### src/rtl/ptpv2_pkg.sv
// Shared PTPv2 TX definitions: messageType codes, tsu_cfg bit positions,
// scheduler state encoding and the per-frame context record.
package ptpv2_pkg;

    localparam logic [3:0] MT_SYNC        = 4'h0;
    localparam logic [3:0] MT_DELAY_REQ   = 4'h1;
    localparam logic [3:0] MT_PDELAY_REQ  = 4'h2;
    localparam logic [3:0] MT_PDELAY_RESP = 4'h3;

    localparam int CFG_ONE_STEP = 0;
    localparam int CTX_W        = 16;

    typedef enum logic {
        ST_IDLE   = 1'b0,
        ST_ACTIVE = 1'b1
    } state_e;

    typedef struct packed {
        logic [3:0]  msg_type;
        logic        is_ptp;
        logic [10:0] addr_base;
    } ctx_t;

    // Message types whose timestamp field is rewritten in flight.
    function automatic logic emb_type(input logic [3:0] t);
        return (t == MT_SYNC) || (t == MT_PDELAY_RESP);
    endfunction

    // Two-step path needs every event message; one-step still needs an
    // egress capture for the request types it cannot embed.
    function automatic logic ts_req_needed(input logic one_step, input ctx_t c);
        return (!one_step && c.is_ptp && (c.msg_type < 4'h4)) ||
               (one_step && ((c.msg_type == MT_DELAY_REQ) || (c.msg_type == MT_PDELAY_REQ)));
    endfunction

endpackage

### src/rtl/tx_ctx_fifo.sv
// Context FIFO: registered storage, head visible combinationally from storage.
// Latency: a push becomes poppable one cycle later. Push while full is dropped (caller holds).
// Backpressure: full_o reflects the registered level only, pops do not free a slot early.
module tx_ctx_fifo #(
    parameter int DEPTH = 4,
    parameter int AW    = 2,
    parameter int W     = 16
) (
    input  logic          clk_i,
    input  logic          rst_n_i,
    input  logic          push_i,
    input  logic [W-1:0]  push_dat_i,
    input  logic          pop_i,
    output logic [W-1:0]  pop_dat_o,
    output logic          full_o,
    output logic          empty_o,
    output logic [AW:0]   level_o
);

    localparam logic [AW:0] FULL_LVL = (AW+1)'(DEPTH);

    logic [W-1:0]  mem_q [DEPTH];
    logic [W-1:0]  mem_d [DEPTH];
    logic [AW-1:0] wr_ptr_q, wr_ptr_d;
    logic [AW-1:0] rd_ptr_q, rd_ptr_d;
    logic [AW:0]   level_q, level_d;
    logic          push_ok, pop_ok;

    assign full_o    = (level_q == FULL_LVL);
    assign empty_o   = (level_q == '0);
    assign level_o   = level_q;
    assign pop_dat_o = mem_q[rd_ptr_q];

    always_comb begin
        mem_d    = mem_q;
        wr_ptr_d = wr_ptr_q;
        rd_ptr_d = rd_ptr_q;
        level_d  = level_q;
        push_ok  = push_i && !full_o;
        pop_ok   = pop_i && !empty_o;
        if (push_ok) begin
            mem_d[wr_ptr_q] = push_dat_i;
            wr_ptr_d        = wr_ptr_q + 1'b1;
        end
        if (pop_ok) begin
            rd_ptr_d = rd_ptr_q + 1'b1;
        end
        if (push_ok && !pop_ok) begin
            level_d = level_q + 1'b1;
        end else if (pop_ok && !push_ok) begin
            level_d = level_q - 1'b1;
        end
    end

    always_ff @(posedge clk_i or negedge rst_n_i) begin
        if (!rst_n_i) begin
            for (int i = 0; i < DEPTH; i++) begin
                mem_q[i] <= '0;
            end
            wr_ptr_q <= '0;
            rd_ptr_q <= '0;
            level_q  <= '0;
        end else begin
            mem_q    <= mem_d;
            wr_ptr_q <= wr_ptr_d;
            rd_ptr_q <= rd_ptr_d;
            level_q  <= level_d;
        end
    end

endmodule

### src/rtl/tx_ptp_ctx_sched.sv
// TX PTP per-frame context scheduler; optional ACTIVE watchdog under TX_CTX_TIMEOUT_EN.
// Latency: context, emb_en and ts_req appear 1 enabled cycle after the sfd pulse.
// Backpressure: ctx_ready_o low while the context FIFO is full; parser holds ctx_valid_i.
module tx_ptp_ctx_sched
    import ptpv2_pkg::*;
#(
    parameter int DEPTH   = 4,
    parameter int AW      = 2,
    parameter int TIMEOUT = 2047
) (
    input  logic          tx_clk,
    input  logic          tx_rst_n,
    input  logic          tx_clk_en_i,
    input  logic [31:0]   tsu_cfg_i,
    input  logic          ctx_valid_i,
    output logic          ctx_ready_o,
    input  logic [3:0]    ctx_msg_type_i,
    input  logic          ctx_is_ptp_i,
    input  logic [10:0]   ctx_addr_base_i,
    input  logic          sfd_i,
    input  logic          eof_i,
    input  logic          err_clr_i,
    output logic          cur_valid_o,
    output logic [3:0]    cur_msg_type_o,
    output logic          cur_is_ptp_o,
    output logic [10:0]   cur_addr_base_o,
    output logic          emb_en_o,
    output logic          ts_req_o,
    output logic          busy_o,
    output logic [AW:0]   level_o,
    output logic          udf_err_o,
    output logic          abort_err_o,
    output logic          tmo_err_o
);

    state_e           state_q, state_d;
    ctx_t             cur_q, cur_d;
    logic             cur_vld_q, cur_vld_d;
    logic             emb_en_q, emb_en_d;
    logic             ts_req_q, ts_req_d;
    logic             udf_err_q, udf_err_d;
    logic             abort_err_q, abort_err_d;

    logic             sfd, eof, err_clr, one_step, active;
    logic             fifo_push, fifo_pop, fifo_full, fifo_empty;
    logic [CTX_W-1:0] head_dat;
    ctx_t             head, ctx_in;
    logic [30:0]      cfg_unused;

    assign sfd        = tx_clk_en_i && sfd_i;
    assign eof        = tx_clk_en_i && eof_i;
    assign err_clr    = tx_clk_en_i && err_clr_i;
    assign one_step   = tsu_cfg_i[CFG_ONE_STEP];
    assign cfg_unused = tsu_cfg_i[31:1];
    assign active     = (state_q == ST_ACTIVE);

    assign ctx_in    = '{msg_type: ctx_msg_type_i, is_ptp: ctx_is_ptp_i, addr_base: ctx_addr_base_i};
    assign head      = ctx_t'(head_dat);
    assign fifo_push = tx_clk_en_i && ctx_valid_i && !fifo_full;

    tx_ctx_fifo #(
        .DEPTH (DEPTH),
        .AW    (AW),
        .W     (CTX_W)
    ) u_fifo (
        .clk_i      (tx_clk),
        .rst_n_i    (tx_rst_n),
        .push_i     (fifo_push),
        .push_dat_i (ctx_in),
        .pop_i      (fifo_pop),
        .pop_dat_o  (head_dat),
        .full_o     (fifo_full),
        .empty_o    (fifo_empty),
        .level_o    (level_o)
    );

`ifdef TX_CTX_TIMEOUT_EN
    localparam int             TCW      = $clog2(TIMEOUT + 1);
    localparam logic [TCW-1:0] TMO_LAST = TCW'(TIMEOUT - 1);

    logic [TCW-1:0] tmo_cnt_q, tmo_cnt_d;
    logic           tmo_err_q, tmo_err_d;
    logic           tmo_hit;

    // Frame events in the expiring cycle take precedence over the watchdog.
    assign tmo_hit   = tx_clk_en_i && active && !sfd && !eof && (tmo_cnt_q == TMO_LAST);
    assign tmo_err_o = tmo_err_q;
`else
    logic unused_timeout;
    assign unused_timeout = (TIMEOUT > 0);
    assign tmo_err_o      = 1'b0;
`endif

    always_comb begin
        state_d     = state_q;
        cur_d       = cur_q;
        cur_vld_d   = cur_vld_q;
        emb_en_d    = emb_en_q;
        ts_req_d    = tx_clk_en_i ? 1'b0 : ts_req_q;
        udf_err_d   = udf_err_q;
        abort_err_d = abort_err_q;
        fifo_pop    = 1'b0;
`ifdef TX_CTX_TIMEOUT_EN
        tmo_cnt_d = tmo_cnt_q;
        tmo_err_d = tmo_err_q;
        if (tx_clk_en_i && active) begin
            tmo_cnt_d = tmo_cnt_q + 1'b1;
        end
        if (err_clr) begin
            tmo_err_d = 1'b0;
        end
        if (tmo_hit) begin
            state_d   = ST_IDLE;
            cur_vld_d = 1'b0;
            emb_en_d  = 1'b0;
            tmo_err_d = 1'b1;
        end
        if (sfd) begin
            tmo_cnt_d = '0;
        end
`endif
        if (err_clr) begin
            udf_err_d   = 1'b0;
            abort_err_d = 1'b0;
        end
        if (active && eof) begin
            state_d   = ST_IDLE;
            cur_vld_d = 1'b0;
            emb_en_d  = 1'b0;
        end
        if (active && sfd && !eof) begin
            abort_err_d = 1'b1;
        end
        if (sfd) begin
            state_d = ST_ACTIVE;
            if (!fifo_empty) begin
                fifo_pop  = 1'b1;
                cur_d     = head;
                cur_vld_d = 1'b1;
                emb_en_d  = one_step && head.is_ptp && emb_type(head.msg_type);
                ts_req_d  = ts_req_needed(one_step, head);
            end else begin
                cur_d     = '0;
                cur_vld_d = 1'b0;
                emb_en_d  = 1'b0;
                udf_err_d = 1'b1;
            end
        end
    end

    always_ff @(posedge tx_clk or negedge tx_rst_n) begin
        if (!tx_rst_n) begin
            state_q     <= ST_IDLE;
            cur_q       <= '0;
            cur_vld_q   <= 1'b0;
            emb_en_q    <= 1'b0;
            ts_req_q    <= 1'b0;
            udf_err_q   <= 1'b0;
            abort_err_q <= 1'b0;
`ifdef TX_CTX_TIMEOUT_EN
            tmo_cnt_q   <= '0;
            tmo_err_q   <= 1'b0;
`endif
        end else begin
            state_q     <= state_d;
            cur_q       <= cur_d;
            cur_vld_q   <= cur_vld_d;
            emb_en_q    <= emb_en_d;
            ts_req_q    <= ts_req_d;
            udf_err_q   <= udf_err_d;
            abort_err_q <= abort_err_d;
`ifdef TX_CTX_TIMEOUT_EN
            tmo_cnt_q   <= tmo_cnt_d;
            tmo_err_q   <= tmo_err_d;
`endif
        end
    end

    assign ctx_ready_o     = !fifo_full;
    assign cur_valid_o     = cur_vld_q;
    assign cur_msg_type_o  = cur_q.msg_type;
    assign cur_is_ptp_o    = cur_q.is_ptp;
    assign cur_addr_base_o = cur_q.addr_base;
    assign emb_en_o        = emb_en_q;
    assign ts_req_o        = ts_req_q;
    assign busy_o          = active;
    assign udf_err_o       = udf_err_q;
    assign abort_err_o     = abort_err_q;

endmodule

### config.mk
export PLATFORM = sky130hd
export DESIGN_NAME = tx_ptp_ctx_sched
export DESIGN_NICKNAME = d
export VERILOG_FILES = /design/src/rtl/ptpv2_pkg.sv /design/src/rtl/tx_ctx_fifo.sv /design/src/rtl/tx_ptp_ctx_sched.sv
export SDC_FILE = /design/constraint.sdc
export NUM_CORES = 1
export LEC_CHECK = 0
export ABC_AREA = 1
export CAP_MARGIN = 20
export CORE_MARGIN = 10
export CORE_UTILIZATION = 40
export DETAILED_ROUTE_END_ITERATION = 8
export GPL_ROUTABILITY_DRIVEN = 0
export GPL_TIMING_DRIVEN = 0
export PLACE_DENSITY = 0.66
export SYNTH_ARGS = -nofsm -noshare
export SYNTH_HDL_FRONTEND = slang
export SYNTH_SLANG_ARGS = --single-unit
### constraint.sdc
create_clock -name tx_clk -period 2.6 [get_ports tx_clk]
set_clock_uncertainty 0.15 [all_clocks]
set_input_delay 0.26 -clock tx_clk [delete_from_list [all_inputs] [get_ports tx_clk]]
set_output_delay 0.26 -clock tx_clk [all_outputs]
set_load 0.1 [all_outputs]
==> metrics.txt <==
status=completed; synthesis warning total=0; Reg clk slew, reported paths=0.09 ns; Hold Crit Class=input pin to asynchronous set/reset pin; Rows=37; 1st-pass router iterations=5; Starting DRT DRC Count=301; Routed WL per cell=approximately 15 um; startpoint types=flip-flop; CTS sink count=93; clock tree buffer depth=2; H-tree levels=3; # DRC=0; width of the die=123 um; crit-path cells=nor2_4 > nand2_4 > clkdlybuf4s50_1; vias in the first global route=3271; Die Ht=123 um; Port-buffer cells=49; crit path kind=flip-flop to output port; via count=3409; Final min period=2.49 ns; crit path to=ctx_ready_o; fin nets=594; critical path launch point=u_fifo.level_o[0]; area leader, netlist=dfrtp_1; arrival time at the worst endpoint=2.08 ns; power density over cell area=1370 nW/um^2; hold slack final=around 0.27 ns; top post-synthesis cells by area=dfrtp_1 (55%), nand2_1 (14%), o21ai_1 (6.4%), o21ai_0 (3.5%), buf_6 (2.9%); fin util=0.498; sequential element share of the synthesized area=0.548; CTS root buf=clkbuf_8; Post-DP HPWL=7160 um; count of final hold-check violations=0; Slew @ Worst Pin=0.989 ns; Leak=0.00250 uW; CTS tree=yes; die area=15100 sq um; worst reg-to-reg path cell count=9; Worst R2R End=u_fifo.level_o[2]; largest net degree at the start of global routing=around 50; fin worst setup slack=0.114 ns; initial antenna violation count=0; Detailed Route WL=10300 um; setup bufs post-CTS=0; MaxCap Viol Count=0; finished layout cell area=slightly above 5000 sq um; Crit path required time=2.19 ns; Tot GR Track Use=0.139; Peak supply drop=0.699 mV; R2R setup slack=0.43 ns; DP Worst Slack=-0.00984 ns; Antenna Cells=0; Crit Path Max Fanout=4; Unique masters post-synth=29; slowest stage cell, crit path=clkdlybuf4s50_1; io pins=a little over 80; setup violators final=0; Final period util=0.956; #FFs+latches synth=between 90 and 100; share of layout cells above drive strength 1=0.128; fmax=between 0.4 and 0.5 GHz; max incr delay on CP=1.13 ns; commonest non-fill, non-tap cell in the layout=nand2_1; most frequent cells in the layout=nand2_1 (153), dfrtp_1 (90), o21ai_1 (54); post-synthesis cell area=4250 sq um; CP Capture Type=output port; post-DR vias/cell=5.06; area added between synthesis and finish=20.9%; worst relative slew slack=0.339; R2R Path Start=u_fifo.level_o[0]; RSZ-0062 raised after global routing=false; Post-Syn Nets=about 530; antenna viol nets, final=0; Avg Inst Size Synth=9.02 sq um; Remaining Overflow, GRT=0; first-pass GRT wire length=~17000 um; Num CTS Buffers=9; worst skew pair latency=0.37 ns; starting density of the core=0.411; Max Slew Vio Count=0; Area after DPL=a little under 5000 sq um; Core Region=slightly above 10000 sq um; area fraction of the dominant cell type after synthesis=0.548; Post-Syn Instances=471
==> synth_stat cells <==
cell	number
o22ai_1	11
clkinv_1	1
inv_6	1
inv_2	2
clkbuf_1	2
a32o_1	2
ha_1	5
nand3_1	13
conb_1	1
nand2_1	153
nor2_4	2
dfrtp_1	93
mux2_2	1
a21oi_4	1
o21ai_0	30
a21oi_1	2
inv_1	25
o21ai_2	10
nand2_2	1
fa_1	1
buf_4	6
nor2_1	26
buf_6	11
o21ai_1	54
buf_2	7
nand3_4	1
xor2_1	3
xnor2_1	1
nand2_4	5
==> per-stage QoR <==
stage	cells	power (uW)	TNS [ns]
2_1_floorplan	471	5140	0
3_5_place_dp	657	6090	-0.00984
5_1_grt	674	7470	0
4_1_cts	674	7050	0
6_report	674	7030	0
3_3_place_gp	656	6020	-206.92
==> flip-flops by register name, indices dropped and copies added, names as in the netlist <==
| name | cells |
|---|---|
| u_fifo.mem_q | 64 |
| cur_addr_base_o | 11 |
| cur_msg_type_o | 4 |
| u_fifo.level_o | 3 |
| u_fifo.rd_ptr_q | 2 |
| u_fifo.wr_ptr_q | 2 |
| abort_err_o | 1 |
| busy_o | 1 |
| cur_is_ptp_o | 1 |
| cur_valid_o | 1 |
| emb_en_o | 1 |
| ts_req_o | 1 |
| udf_err_o | 1 |
==> routing by layer <==
layer,up-vias,routed length (um),global-route usage
li1,1657,-,-
met1,1610,4510,0.180
met2,118,4730,0.217
met3,24,773,0.0264
met4,0,290,0.0757
met5,-,0,0
==> worst min path at each step <==
| stage | depth (start not counted) | startpoint | slack [ns] | to |
|---|---|---|---|---|
| global route | 2 | tx_rst_n | 0.35 | u_fifo.mem_q[4] |
| floorplan | 0 | tx_rst_n | -0.19 | abort_err_o |
| global placement | 2 | u_fifo.mem_q[25] | 0.31 | u_fifo.mem_q[25] |
| finish | 2 | tx_rst_n | 0.27 | u_fifo.mem_q[4] |
| detailed placement | 1 | tx_rst_n | 0.15 | u_fifo.mem_q[4] |
| CTS | 2 | tx_rst_n | 0.30 | u_fifo.mem_q[35] |
==> repair_timing <==
item                                    4_1_cts  5_1_grt
hold endpoints to repair                     43        0
hold buffers                                  1        0
endpoints found under the setup margin        0        0
resized for setup                             0        0
==> cells by family after synthesis <==
group,share of synthesized area
adder cells (fa/ha/maj),0.0194
AND/OR/NAND/NOR,0.198
flip-flops,0.548
XOR/XNOR,0.00825
multiplexers,0.00265
AO/OA/AOI/OAI,0.147
other,0.000883
buffers and inverters,0.0766
==> where the power goes <==
part           internal [uW]  switching, uW
clock network            439            506
registers               2090            359
logic                   1090           2550
total                   3610           3410
==> final cells by class <==
cell class                      instances  area (sq um)
Multi-Input combinational cell        323          1600
Tap cell                              136           170
Clock buffer                            9           124
Clock inverter                          7          66.3
Buffer                                 26           211
Fill cell                             960          5190
Sequential cell                        93          2330
Inverter                               29           114
Timing Repair Buffer                   51           526
==> critical path: cells and delay by family, from the launching register on <==
| kind | cells | cell delay [ns] |
|---|---|---|
| AND/OR/NAND/NOR | 2 | 0.15 |
| buffers and inverters | 1 | 1.13 |
| flip-flops | 1 | 0.43 |
Power figures use the tool's default switching activity.
